$ cat config.mk
export PLATFORM = sky130hd
export DESIGN_NAME = mem_wait_arbiter
export DESIGN_NICKNAME = d
export VERILOG_FILES = /design/src/rtl/mem_arb_pkg.sv /design/src/rtl/mem_lat_counter.sv /design/src/rtl/mem_wait_arbiter.sv
export SDC_FILE = /design/constraint.sdc
export NUM_CORES = 1
export LEC_CHECK = 0
export ABC_CLOCK_PERIOD_IN_PS = 1700
export BUFFER_PORTS_ARGS = -buffer_cell sky130_fd_sc_hd__buf_2
export CORE_ASPECT_RATIO = 1.25
export CORE_MARGIN = 4
export CORE_UTILIZATION = 39
export CTS_CLUSTER_DIAMETER = 50
export DETAILED_ROUTE_END_ITERATION = 12
export GPL_TIMING_DRIVEN = 0
export PLACE_DENSITY = 0.74
export SLEW_MARGIN = 20
export SYNTH_ARGS = -nofsm -noshare
export SYNTH_HDL_FRONTEND = slang
export SYNTH_SLANG_ARGS = --single-unit
$ cat constraint.sdc
create_clock -name clk -period 1.7 [get_ports clk]
set_input_delay 0.255 -clock clk [delete_from_list [all_inputs] [get_ports clk]]
set_output_delay 0.255 -clock clk [all_outputs]
set_load 0.02 [all_outputs]
$ cat src/rtl/mem_arb_pkg.sv
// ============================================================================
// Module : mem_arb_pkg
// Brief  : Shared types and default constants for the memory-port arbiter.
// Rev    : 1.0  initial release
// ============================================================================
`default_nettype none

package mem_arb_pkg;

  typedef enum logic [1:0] {
    IDLE = 2'd0,
    BUSY = 2'd1,
    ACK  = 2'd2
  } state_t;

  typedef enum logic [1:0] {
    OWN_NONE = 2'd0,
    OWN_I    = 2'd1,
    OWN_D    = 2'd2
  } owner_t;

  localparam int C_CNT_W   = 4;
  localparam int C_MEM_LAT = 4;

endpackage

`default_nettype wire

$ cat src/rtl/mem_lat_counter.sv
// ============================================================================
// Module : mem_lat_counter
// Brief  : Memory latency counter; flags the final BUSY cycle, never wraps.
// Rev    : 1.0  initial release
// ============================================================================
`default_nettype none

module mem_lat_counter
  import mem_arb_pkg::*;
#(
  parameter int CNT_W   = C_CNT_W,
  parameter int MEM_LAT = C_MEM_LAT
) (
  input  logic             clk,
  input  logic             rst_n,
  input  logic             i_clear,
  input  logic             i_en,
  output logic [CNT_W-1:0] o_count,
  output logic             o_hit
);

  localparam logic [CNT_W-1:0] C_LAST = CNT_W'(MEM_LAT - 1);

  logic [CNT_W-1:0] r_count;

  always_ff @(posedge clk or negedge rst_n) begin
    if (!rst_n) begin
      r_count <= '0;
    end else if (i_clear) begin
      r_count <= '0;
    end else if (i_en) begin
      r_count <= r_count + 1'b1;
    end
  end

  assign o_count = r_count;
  assign o_hit   = (r_count == C_LAST);

endmodule

`default_nettype wire

$ cat src/rtl/mem_wait_arbiter.sv
// ============================================================================
// Module : mem_wait_arbiter
// Brief  : Arbitrates the single multi-cycle memory port between I- and
//          D-cache miss handlers. Define MEM_ARB_RR_EN for round-robin on
//          conflict; otherwise D-side has fixed priority.
// Rev    : 1.0  initial release
// ============================================================================
`default_nettype none

module mem_wait_arbiter
  import mem_arb_pkg::*;
#(
  parameter int CNT_W   = C_CNT_W,
  parameter int MEM_LAT = C_MEM_LAT,
  parameter int ADDR_W  = 16
) (
  input  logic              clk,
  input  logic              rst_n,
  input  logic              req_i,
  input  logic [ADDR_W-1:0] addr_i,
  input  logic              req_d,
  input  logic [ADDR_W-1:0] addr_d,
  input  logic              wr_d,
  output logic              gnt_i,
  output logic              gnt_d,
  output logic              ack_i,
  output logic              ack_d,
  output logic              mem_en,
  output logic              mem_wr,
  output logic [ADDR_W-1:0] mem_addr,
  output logic              busy,
  output logic [CNT_W-1:0]  count
);

  state_t            r_state;
  state_t            w_state_nxt;
  owner_t            r_owner;
  logic [ADDR_W-1:0] r_mem_addr;
  logic              r_wr;
  logic              w_grant;
  logic              w_pick_d;
  logic              w_prio_d;
  logic              w_hit;
  logic              w_cnt_clear;
  logic              w_cnt_en;

`ifdef MEM_ARB_RR_EN
  // Low means I was granted last; reset value lets D win the first conflict.
  logic r_last_d;

  always_ff @(posedge clk or negedge rst_n) begin
    if (!rst_n) begin
      r_last_d <= 1'b0;
    end else if (w_grant) begin
      r_last_d <= w_pick_d;
    end
  end

  assign w_prio_d = ~r_last_d;
`else
  assign w_prio_d = 1'b1;
`endif

  assign w_grant  = (r_state == IDLE) && (req_i || req_d);
  assign w_pick_d = req_d && (!req_i || w_prio_d);

  always_ff @(posedge clk or negedge rst_n) begin
    if (!rst_n) begin
      r_state <= IDLE;
    end else begin
      r_state <= w_state_nxt;
    end
  end

  always_comb begin
    w_state_nxt = r_state;
    case (r_state)
      IDLE:    if (req_i || req_d) w_state_nxt = BUSY;
      BUSY:    if (w_hit)          w_state_nxt = ACK;
      ACK:                         w_state_nxt = IDLE;
      default:                     w_state_nxt = IDLE;
    endcase
  end

  always_ff @(posedge clk or negedge rst_n) begin
    if (!rst_n) begin
      r_owner    <= OWN_NONE;
      r_mem_addr <= '0;
      r_wr       <= 1'b0;
    end else if (w_grant) begin
      r_owner    <= w_pick_d ? OWN_D : OWN_I;
      r_mem_addr <= w_pick_d ? addr_d : addr_i;
      r_wr       <= w_pick_d & wr_d;
    end else if (r_state == ACK) begin
      r_owner    <= OWN_NONE;
    end
  end

  // Counter is held at zero outside BUSY and freezes on its last value.
  assign w_cnt_clear = (r_state != BUSY);
  assign w_cnt_en    = (r_state == BUSY) && !w_hit;

  mem_lat_counter #(
    .CNT_W   (CNT_W),
    .MEM_LAT (MEM_LAT)
  ) u_lat_cnt (
    .clk     (clk),
    .rst_n   (rst_n),
    .i_clear (w_cnt_clear),
    .i_en    (w_cnt_en),
    .o_count (count),
    .o_hit   (w_hit)
  );

  assign gnt_i    = (r_owner == OWN_I);
  assign gnt_d    = (r_owner == OWN_D);
  assign ack_i    = (r_state == ACK) && (r_owner == OWN_I);
  assign ack_d    = (r_state == ACK) && (r_owner == OWN_D);
  assign mem_en   = (r_state == BUSY);
  assign mem_wr   = (r_state == BUSY) && (r_owner == OWN_D) && r_wr;
  assign mem_addr = r_mem_addr;
  assign busy     = (r_state != IDLE);

endmodule

`default_nettype wire
==> summary.md, run 1 <==
| Metric | Value |
|---|---|
| Unrepaired setup endpoints after global routing | `yes` |
| Mapped Area | `1190 um2` |
| Mapped Cells | `100` |
| PortBufs | `between 60 and 70` |
| Final setup margin | `around 48 ps` |
| Drt first pass iters | `4` |
| Die Ht | `~70 um` |
| Die W | `57.5 um` |
| Grt ovf | `0` |
| Routed vias/inst | `5.41` |
| Max VDD drop | `967 uV` |
| Sequential area share after synthesis | `52.4%` |
| CP startpoint | `r_state[0]` |
| CP peak stage delay | `440 ps` |
| Leak pwr | `0.000854 uW` |
| Max Freq | `605 MHz` |
| Worst-case clock buffer depth | `2` |
| CTS buffer count | `3` |
| Max FO, Critical Path | `8` |
| Kind of critical path | `reg2reg` |
| Insertion delay to the later sink of the worst-skew pair | `310 ps` |
| Syn nets | `138` |
| Least-Margin Pin Slew | `555 ps` |
| CTS tree | `yes` |
| Row Count | `22` |
| Min-Delay Path Class | `in2reg` |
| Yosys Warn Count | `0` |
| Gp weighted congestion | `0.851` |
| Drt drc | `0` |
| Count of cell types in the netlist | `26` |
| Crit-path cells | `or2_4, or2_1, buf_6, buf_8, a221o_1` |
| PwrDens | `1730 nW/um2` |
| Syn-to-layout area delta | `41.0%` |
| Total track usage | `16.1%` |
| # fillers | `264` |
| Clock slew at reported path FFs | `130 ps` |
| Core area | `2950 um2` |
| Max_slew headroom | `a little over three fifths` |
| Clk_skew | `1.97 ps` |
| CP Data Arrival Time | `around 1900 ps` |
| Setup crit start kind | `flip-flop` |
| CTS root buf | `clkbuf_4` |
| 1st-iter DRT viols | `63` |
| Final Hold Viols | `0` |
| CTS Sinks | `25` |
| Element type at the critical path end | `flip-flop` |
| Avg Inst Size Synth | `11.9 um2` |
| Vias in the first global route | `~1.2k` |
| Routed Antenna Nets | `0` |
| Outcome | `finished clean` |
| Detail Placement HPWL | `approximately 2400 um` |
| DRT Wirelength | `3280 um` |
| Critical R2R Launch | `r_state[0]` |
| Finish-stage setup viols | `0` |
| Post-layout util | `57.1%` |
| Final net count | `215` |
| Ant. Diodes | `0` |
| WL/cell | `~15 um` |
| H-tree levels | `1` |
| Hold Startpoint | `addr_d[12]` |
| Critical path required time | `around 1900 ps` |
| Ratio of cells with drive above 1 in the final layout | `47.7%` |
| Die ar. | `4020 um2` |
| First-pass GRT wire length | `5200 um` |
| Initial Utilization | `40.5%` |
| Vias | `1146` |
| Pre-CTS setup slack | `-13.0 ps` |
| Largest net degree at the start of global routing | `26` |
| Antenna violations before repair | `0` |
| Critical Path Slowest Stage Cell | `dfrtp_1` |
| Final Slew Violations | `0` |
| Tmin final | `between 1500 and 2000 ps` |
| I/O pin cnt | `64` |
| Max_cap viols | `0` |
| Synthesized flop and latch total | `25` |
| Final period util | `97.2%` |
## worst paths after layout
| kind | endpoint | slack, ps | cells past startpoint |
|---|---|---|---|
| max reg2reg | mem_addr[2] | 50 | 5 |
| max | mem_addr[2] | 50 | 5 |
| max in group asynchronous | mem_addr[15] | 900 | 2 |
| min | mem_addr[12] | 160 | 2 |
| min in group asynchronous | mem_addr[3] | 440 | 2 |
| min reg2reg | r_wr | 530 | 1 |
## power by group
part,leakage [uW],switching (uW),internal (uW)
clock network,0.0000177,176,88.0
registers,0.000308,171,856
logic,0.000528,871,744
## cell families (layout without fill, tap and decap cells)
logic type | Yosys count | after routing | synth area share, %
DFF | 25 | 25 | 52.4
xor gates and xnor gates | 2 | 2 | 1.47
AOI/OAI and AO/OA | 23 | 23 | 16.9
adders and majority gates | 1 | 1 | 1.05
and+or+nand+nor | 36 | 36 | 21.3
muxes | 1 | 1 | 0.839
buffers and inverters | 12 | 88 | 6.08
## what timing repair did
action | in CTS | in global routing
setup endpoints to repair | 9 | 14
hold buffers | 1 | 0
resized for setup | 4 | 2
cloned | 0 | 1
pin swaps | 0 | 3
buffers inserted | 6 | 2
endpoints found under the hold margin | 25 | 0
## cell type report
cell class,instances,area (um2),share of cell area [%]
inverters,4,15.0,0.892
multi-input cells,63,500,29.7
plain buffers,7,56.3,3.35
flip-flops and latches,25,626,37.2
clock inverters,1,5.00,0.297
well taps,36,45.0,2.68
clock buffers,3,22.5,1.34
repair buffers,73,413,24.5
## cells in the mapped netlist
cell / count / share of area [%]
a21oi_1: 3 / 1.3
a221o_1: 16 / 13
a22o_1: 1 / 0.73
a22oi_1: 1 / 0.63
and3_1: 3 / 1.6
buf_2: 1 / 0.42
buf_6: 2 / 1.9
buf_8: 1 / 1.3
clkbuf_1: 4 / 1.3
dfrtp_1: 25 / 52
ha_1: 1 / 1.0
inv_1: 4 / 1.3
mux2i_1: 1 / 0.84
nand2_1: 1 / 0.31
nand2b_1: 2 / 1.0
nand3_1: 1 / 0.42
nand3b_1: 1 / 0.63
nor2_1: 4 / 1.3
nor2_2: 1 / 0.52
nor2b_1: 3 / 1.6
nor3b_1: 1 / 0.63
nor4b_1: 16 / 12
o21ai_0: 2 / 0.84
or2_1: 2 / 1.0
or2_2: 1 / 0.52
xor2_1: 2 / 1.5
## cell usage in the layout (no fill, tap or decap), types with 2 or more instances in the layout
cell	netlist	layout
and3_1	3	3
a221o_1	16	16
inv_1	4	4
dfrtp_1	25	25
clkbuf_1	4	3
nor2b_1	3	3
buf_4	0	9
nor2_1	4	4
nor4b_1	16	16
o21ai_0	2	2
clkbuf_4	0	3
buf_2	1	63
xor2_1	2	2
a21oi_1	3	3
## metrics by stage
step           power, uW  instances  setup TNS, ps  hold WS, ps  area, um2
2_1_floorplan       1990        100              0        -40.6       1190
6_report            2910        212              0          160       1680
3_3_place_gp        2430        199          -1.51          265       1550
4_1_cts             2860        210              0          149       1650
5_1_grt             3090        212          -22.0          142       1680
3_5_place_dp        2470        199          -35.3          281       1550
## registers in the layout, indices dropped and copies added (netlist names)
register           cells
mem_addr              16
r_owner                2
r_state                2
r_wr                   1
u_lat_cnt.o_count      4
## layer usage
layer | GRT usage [%] | wire length, um | vias to the layer above
met5 | 0 | 0 | -
met4 | 6.96 | 56 | 0
met3 | 3.14 | 242 | 6
met2 | 27.4 | 1680 | 44
met1 | 19.4 | 1310 | 554
li1 | - | - | 542
## worst max-delay path: cells and delay by family (launching register included)
| family | cells | cell delay [ps] |
|---|---|---|
| compound gates | 1 | 320 |
| buf+inv | 2 | 280 |
| flops | 1 | 440 |
| simple gates | 2 | 520 |
(Power assumes the default switching activity.)
==> run 2: changes to the inputs <==
--- a/config.mk
+++ b/config.mk
@@ -7,13 +7,13 @@
 export LEC_CHECK = 0
 export ABC_CLOCK_PERIOD_IN_PS = 1700
 export BUFFER_PORTS_ARGS = -buffer_cell sky130_fd_sc_hd__buf_2
-export CORE_ASPECT_RATIO = 1.25
 export CORE_MARGIN = 4
 export CORE_UTILIZATION = 39
 export CTS_CLUSTER_DIAMETER = 50
 export DETAILED_ROUTE_END_ITERATION = 12
 export GPL_TIMING_DRIVEN = 0
 export PLACE_DENSITY = 0.74
+export RECOVER_POWER = 50
 export SLEW_MARGIN = 20
 export SYNTH_ARGS = -nofsm -noshare
 export SYNTH_HDL_FRONTEND = slang
==> run 2 against run 1 <==
Net effect: design area shrank 1.2%; sequential cell count stayed put; maximum frequency rose by 1.2%; critical path depth is the same; highest routed layer unchanged; wire length decreased by 0.30%; first-iteration DRC count rose by 1.6%; clock skew is 6.3 ps higher; largest power group unchanged; worst setup slack improved by 20 ps; critical endpoint is now mem_wr; non-clock buffer count did not move.
==> summary.md, run 2 (synthesis results as in run 1) <==
| Metric | Value |
|---|---|
| Gp weighted congestion | `0.759` |
| WL/cell | `approximately 16 um` |
| 1st-iter DRT viols | `64` |
| Tmin final | `around 1600 ps` |
| First-pass GRT wire length | `5310 um` |
| Element type at the critical path end | `output port` |
| PortBufs | `63` |
| CTS root buf | `clkbuf_4` |
| CTS buffer count | `3` |
| Max_slew headroom | `59.7%` |
| CP peak stage delay | `440 ps` |
| Max Freq | `613 MHz` |
| Max FO, Critical Path | `7` |
| Antenna violations before repair | `0` |
| PwrDens | `1750 nW/um2` |
| Leak pwr | `0.000820 uW` |
| Detail Placement HPWL | `2440 um` |
| CTS Sinks | `25` |
| Row Count | `19` |
| Largest net degree at the start of global routing | `26` |
| Max VDD drop | `844 uV` |
| Crit-path cells | `buf_4, nand2b_4, inv_1, and3_1, buf_2` |
| Finish-stage setup viols | `0` |
| Ratio of cells with drive above 1 in the final layout | `42.6%` |
| Final Hold Viols | `0` |
| Initial Utilization | `42.2%` |
| I/O pin cnt | `64` |
| Min-Delay Path Class | `in2reg` |
| Setup crit start kind | `flip-flop` |
| Die Ht | `between 60 and 70 um` |
| DRT Wirelength | `3270 um` |
| Commonest cells after routing, fill and taps aside | `53 x buf_2, 25 x dfrtp_1, 16 x nor4b_1, 16 x a221o_1, 12 x clkbuf_1` |
| Die ar. | `4010 um2` |
| Drt first pass iters | `4` |
| Grt ovf | `0` |
| Critical path required time | `1440 ps` |
| Routed Antenna Nets | `0` |
| Routed vias/inst | `around 5.6` |
| Vias in the first global route | `1114` |
| Area after DPL | `1550 um2` |
| Final period util | `96.0%` |
| Critical Path Slowest Stage Cell | `dfrtp_1` |
| CTS tree | `yes` |
| Combinational Power Share | `55.1%` |
| Kind of critical path | `reg2out` |
| Drt drc | `0` |
| Core area | `between 2000 and 3000 um2` |
| Final net count | `approximately 220` |
| Sw frac | `a little over two fifths` |
| Die W | `63.3 um` |
| Syn-to-layout area delta | `39.3%` |
| Int Power | `roughly 1700 uW` |
| Sw power | `~1200 uW` |
| H-tree levels | `1` |
| Commonest non-fill, non-tap cell in the layout | `buf_2` |
| Insertion delay to the later sink of the worst-skew pair | `340 ps` |
| Clk_skew | `approximately 8.2 ps` |
| Placed cell count | `194` |
| Clock slew at reported path FFs | `approximately 150 ps` |
| Worst-case clock buffer depth | `2` |
| Ant. Diodes | `0` |
| Final Slew Violations | `0` |
| Vias | `roughly 1.2k` |
| Max_cap viols | `0` |
| Clock Power Share | `9.8%` |
| CP Data Arrival Time | `roughly 1400 ps` |
| Final Cell Area | `approximately 1700 um2` |
| Total track usage | `16.7%` |
| Finished Layout Cells | `207` |
| Max reg flops | `16` |
| Outcome | `finished clean` |
| Register share of total power | `35.2%` |
| Least-Margin Pin Slew | `604 ps` |
[run 2: final timing paths]
path	startpoint	endpoint	slack [ps]	depth (start not counted)
setup / recovery	r_state[0]	mem_wr	70	5
hold / removal	wr_d	r_wr	130	2
setup reg to reg	r_state[1]	mem_addr[5]	80	5
hold reg to reg	r_wr	r_wr	530	1
max in group asynchronous	rst_n	u_lat_cnt.o_count[3]	870	2
min in group asynchronous	rst_n	mem_addr[10]	440	2
[run 2: timing repair]
| item | in CTS | in global routing |
|---|---|---|
| pin swaps | 3 | 3 |
| endpoints found under the hold margin | 25 | 0 |
| resized for setup | 5 | 4 |
| hold buffers | 1 | 0 |
| buffers inserted | 8 | 1 |
| endpoints found under the setup margin | 10 | 12 |
[run 2: worst max-delay path: cells and delay by family (launching register included)]
family | cells | cell delay [ps]
flip-flops | 1 | 440
buffers and inverters | 3 | 350
AND/OR/NAND/NOR | 2 | 240
[run 2: stage by stage]
| stage | worst slack (ps) | total power [uW] | TNS [ps] | hold slack (ps) | utilization, % |
|---|---|---|---|---|---|
| global route | -2.15 | 3110 | -2.15 | 120 | 58.8 |
| finish | 68.2 | 2910 | 0 | 133 | 58.8 |
| detailed placement | -49.1 | 2480 | -178 | 271 | 54.7 |
| global placement | -6.41 | 2440 | -18.9 | 270 | 54.7 |
| floorplan | 72.7 | 1990 | 0 | -40.6 | - |
| CTS | -0.892 | 2930 | -0.892 | 127 | 58.8 |
[run 2: final cells by class]
cell class | instances | area (um2)
fillers | 254 | 1170
clock buffers | 3 | 22.5
clock inverters | 1 | 7.51
well taps | 31 | 38.8
plain buffers | 7 | 56.3
inverters | 4 | 15.0
multi-input cells | 63 | 505
flip-flops and latches | 25 | 626
repair buffers | 73 | 392
[run 2: routing by layer]
layer / routed length (um) / vias to the layer above / track usage (%)
met5: 0 / - / 0
li1: - / 542 / -
met4: 53 / 0 / 7.28
met2: 1670 / 44 / 29.5
met1: 1320 / 564 / 19.1
met3: 237 / 5 / 3.91
[run 2: power groups by stage]
| stage | sequential, uW | clock (uW) | combinational [uW] |
|---|---|---|---|
| 6_report | 1020 | 284 | 1600 |
| 5_1_grt | 1060 | 318 | 1740 |
| 4_1_cts | 1010 | 295 | 1620 |
| 3_5_place_dp | 1030 | 0 | 1450 |
| 3_3_place_gp | 1020 | 0 | 1420 |
| 2_1_floorplan | 1280 | 0 | 716 |
==> run 3: changes to the inputs <==
--- a/config.mk
+++ b/config.mk
@@ -5,16 +5,16 @@
 export SDC_FILE = /design/constraint.sdc
 export NUM_CORES = 1
 export LEC_CHECK = 0
-export ABC_CLOCK_PERIOD_IN_PS = 1700
 export BUFFER_PORTS_ARGS = -buffer_cell sky130_fd_sc_hd__buf_2
 export CORE_MARGIN = 4
-export CORE_UTILIZATION = 39
+export CORE_UTILIZATION = 41
 export CTS_CLUSTER_DIAMETER = 50
 export DETAILED_ROUTE_END_ITERATION = 12
 export GPL_TIMING_DRIVEN = 0
-export PLACE_DENSITY = 0.74
+export PLACE_DENSITY = 0.75
 export RECOVER_POWER = 50
 export SLEW_MARGIN = 20
 export SYNTH_ARGS = -nofsm -noshare
 export SYNTH_HDL_FRONTEND = slang
+export SYNTH_HIERARCHICAL = 1
 export SYNTH_SLANG_ARGS = --single-unit
==> run 3 against run 2 <==
Net effect: worst setup slack improved by 24 ps; final cell count grew 2.4%; first-iteration DRC count decreased by 94%; critical endpoint is now u_lat_cnt/o_count[3].
==> summary.md, run 3 <==
| Metric | Value |
|---|---|
| Outcome | `finished clean` |
| Setup TNS | `0 ps` |
| Sequential area share after synthesis | `48.0%` |
| Placed cell count | `204` |
| Int Power | `1720 uW` |
| R2R setup slack | `90 ps` |
| Setup crit start kind | `flip-flop` |
| CP startpoint | `u_lat_cnt/o_count[0]` |
| Mapped Area | `1300 um2` |
| Syn-to-layout area delta | `32.6%` |
| Core area | `3050 um2` |
| Final period util | `94.6%` |
| Largest net degree at the start of global routing | `26` |
| Die ar. | `4150 um2` |
| PwrDens | `1680 nW/um2` |
| Met3 usage | `4.75%` |
| H-tree levels | `1` |
| CTS tree | `yes` |
| Max VDD drop | `approximately 1100 uV` |
| Critical R2R Launch | `u_lat_cnt/o_count[0]` |
| Hold_ws | `204 ps` |
| Synth top area cells | `dfrtp_1 48%, mux2_2 19%, mux2_4 13%` |
| Commonest non-fill, non-tap cell in the layout | `buf_2` |
| Finish-stage setup viols | `0` |
| Detail Placement HPWL | `between 2000 and 2500 um` |
| Total track usage | `13.8%` |
| Max_slew headroom | `60.2%` |
| CTS root buf | `clkbuf_4` |
| # fillers | `302` |
| Synthesized flop and latch total | `25` |
| Vias | `around 1.0k` |
| Top_reg_cell synth | `dfrtp_1` |
| Met1 usage | `15.2%` |
| GR Util met2 | `between 20% and 30%` |
| Reg2Reg Depth | `5` |
| Mapped Cells | `97` |
| Max reg flops | `16` |
| Clk_skew | `0.830 ps` |
| Routed Antenna Nets | `0` |
| WL/cell | `12.9 um` |
| Yosys Warn Count | `6` |
| Critical path required time | `1900 ps` |
| Drt first pass iters | `4` |
| Clock slew at reported path FFs | `120 ps` |
| Grt ovf | `0` |
| Vias in the first global route | `1066` |
| Antenna violations before repair | `0` |
| 1st-iter DRT viols | `4` |
| Combinational Power Share | `55.4%` |
| Element type at the critical path end | `flip-flop` |
| EDFF count, synth | `0` |
| Min-Delay Path Class | `in2reg` |
| Clock Power Share | `8.5%` |
| Worst Setup EP | `u_lat_cnt/o_count[3]` |
| Drt drc | `0` |
| Finished Layout Cells | `~210` |
| Reg-to-Reg End | `u_lat_cnt/o_count[3]` |
| CP Data Arrival Time | `1810 ps` |
| Gp weighted congestion | `0.670` |
| Kind of critical path | `reg2reg` |
| Ant. Diodes | `0` |
| Leak pwr | `0.000865 uW` |
| Routed vias/inst | `4.74` |
| Least-Margin Pin Slew | `approximately 600 ps` |
| Register share of total power | `around 36%` |
| CTS buffer count | `3` |
| Worst-case clock buffer depth | `2` |
| Die W | `around 64 um` |
| Row Count | `20` |
| GR peak layer | `met2` |
| Insertion delay to the later sink of the worst-skew pair | `300 ps` |
| Syn nets | `135` |
| DRT Wirelength | `2740 um` |
| Ratio of cells with drive above 1 in the final layout | `60.1%` |
| Avg Inst Size Synth | `13.4 um2` |
| Commonest cells after routing, fill and taps aside | `50 x buf_2, 25 x dfrtp_1, 22 x mux2_2, 14 x clkbuf_1, 11 x mux2_4` |
| Sw frac | `40.7%` |
| First-pass GRT wire length | `4620 um` |
| Max FO, Critical Path | `5` |
| Final Hold Viols | `0` |
| Sw power | `1180 uW` |
| Max_cap viols | `0` |
| Tmin final | `roughly 1600 ps` |
| Max Freq | `622 MHz` |
| Count of cell types in the netlist | `28` |
| Post-synth top area share | `48.0%` |
| I/O pin cnt | `64` |
| Top-count cell post-synth | `dfrtp_1` |
| Initial Utilization | `a little over two fifths` |
| FFs w/ async S/R, synth | `100%` |
| CTS Sinks | `25` |
| Unrepaired setup endpoints after global routing | `no` |
| Final net count | `207` |
| Dominant cell type by area after synthesis | `dfrtp_1` |
| Synth cell count leaders | `25 x dfrtp_1, 22 x mux2_2, 11 x mux2_4` |
| Final Slew Violations | `0` |
| PortBufs | `63` |
| Die Ht | `64.4 um` |
## run 3: cell count changes after synthesis, moves of 4 or more
cell | before | now
clkbuf_1 | 4 | 0
nor4b_1 | 16 | 0
a221o_1 | 16 | 0
mux2_2 | 0 | 22
mux2_4 | 0 | 11
## run 3: repair_timing
action | 4_1_cts | 5_1_grt
hold buffers | 1 | 0
setup buffers | 2 | 1
endpoints found under the hold margin | 25 | 0
setup endpoints to repair | 2 | 2
resized for setup | 2 | 2
## run 3: worst min-delay path by stage
stage             endpoint  cells past startpoint  startpoint  slack, ps
2_1_floorplan  mem_addr[0]                      0       rst_n        -40
3_3_place_gp   mem_addr[3]                      1       rst_n        270
3_5_place_dp   mem_addr[7]                      1       rst_n        270
4_1_cts               r_wr                      2        wr_d        190
5_1_grt               r_wr                      2        wr_d        190
6_report              r_wr                      2        wr_d        200
## run 3: worst max-delay path: stages, from the launching register on
cell     delay (ps)
dfrtp_1         450
ha_1            250
nor3b_2         190
nor2_4          180
nand4_1         140
mux2_4          310
## run 3: cells by family after synthesis
| logic type | synth area share [%] |
|---|---|
| AO/OA/AOI/OAI | 4.99 |
| XOR/XNOR | 0.672 |
| adder cells (fa/ha/maj) | 0.960 |
| buffers and inverters | 4.70 |
| flip-flops | 48.0 |
| multiplexers | 32.4 |
| AND/OR/NAND/NOR | 8.25 |
## run 3: through the flow
step	worst slack (ps)	cell area [um2]	power (uW)	util [%]
after floorplan	45.9	1310	2180	-
after global placement	76.0	1680	2620	54.9
after global routing	2.99	1730	3140	56.6
after detailed placement	34.3	1680	2650	54.9
final	92.5	1730	2910	56.6
after CTS	14.1	1740	2960	56.8
## run 3: power groups by stage
stage	sequential, uW	clock, uW	combinational (uW)
after floorplan	1340	0	847
after global placement	1050	0	1570
after detailed placement	1070	0	1590
after CTS	1050	268	1650
after global routing	1090	294	1750
final	1050	247	1610
## run 3: layout make-up
cell class / count / area [um2] / share of cell area [%]
buffer: 4 / 46.3 / 2.68
tap: 44 / 55.1 / 3.18
multi-input combinational: 64 / 632 / 36.5
clock buffer: 4 / 26.3 / 1.52
inverter: 4 / 15.0 / 0.868
sequential: 25 / 626 / 36.2
timing repair buffer: 67 / 329 / 19.0
## run 3: routing by layer
| layer | up-vias | wire length [um] |
|---|---|---|
| li1 | 484 | - |
| met1 | 483 | 1080 |
| met4 | 0 | 9 |
| met5 | - | 0 |
| met3 | 2 | 220 |
| met2 | 36 | 1430 |
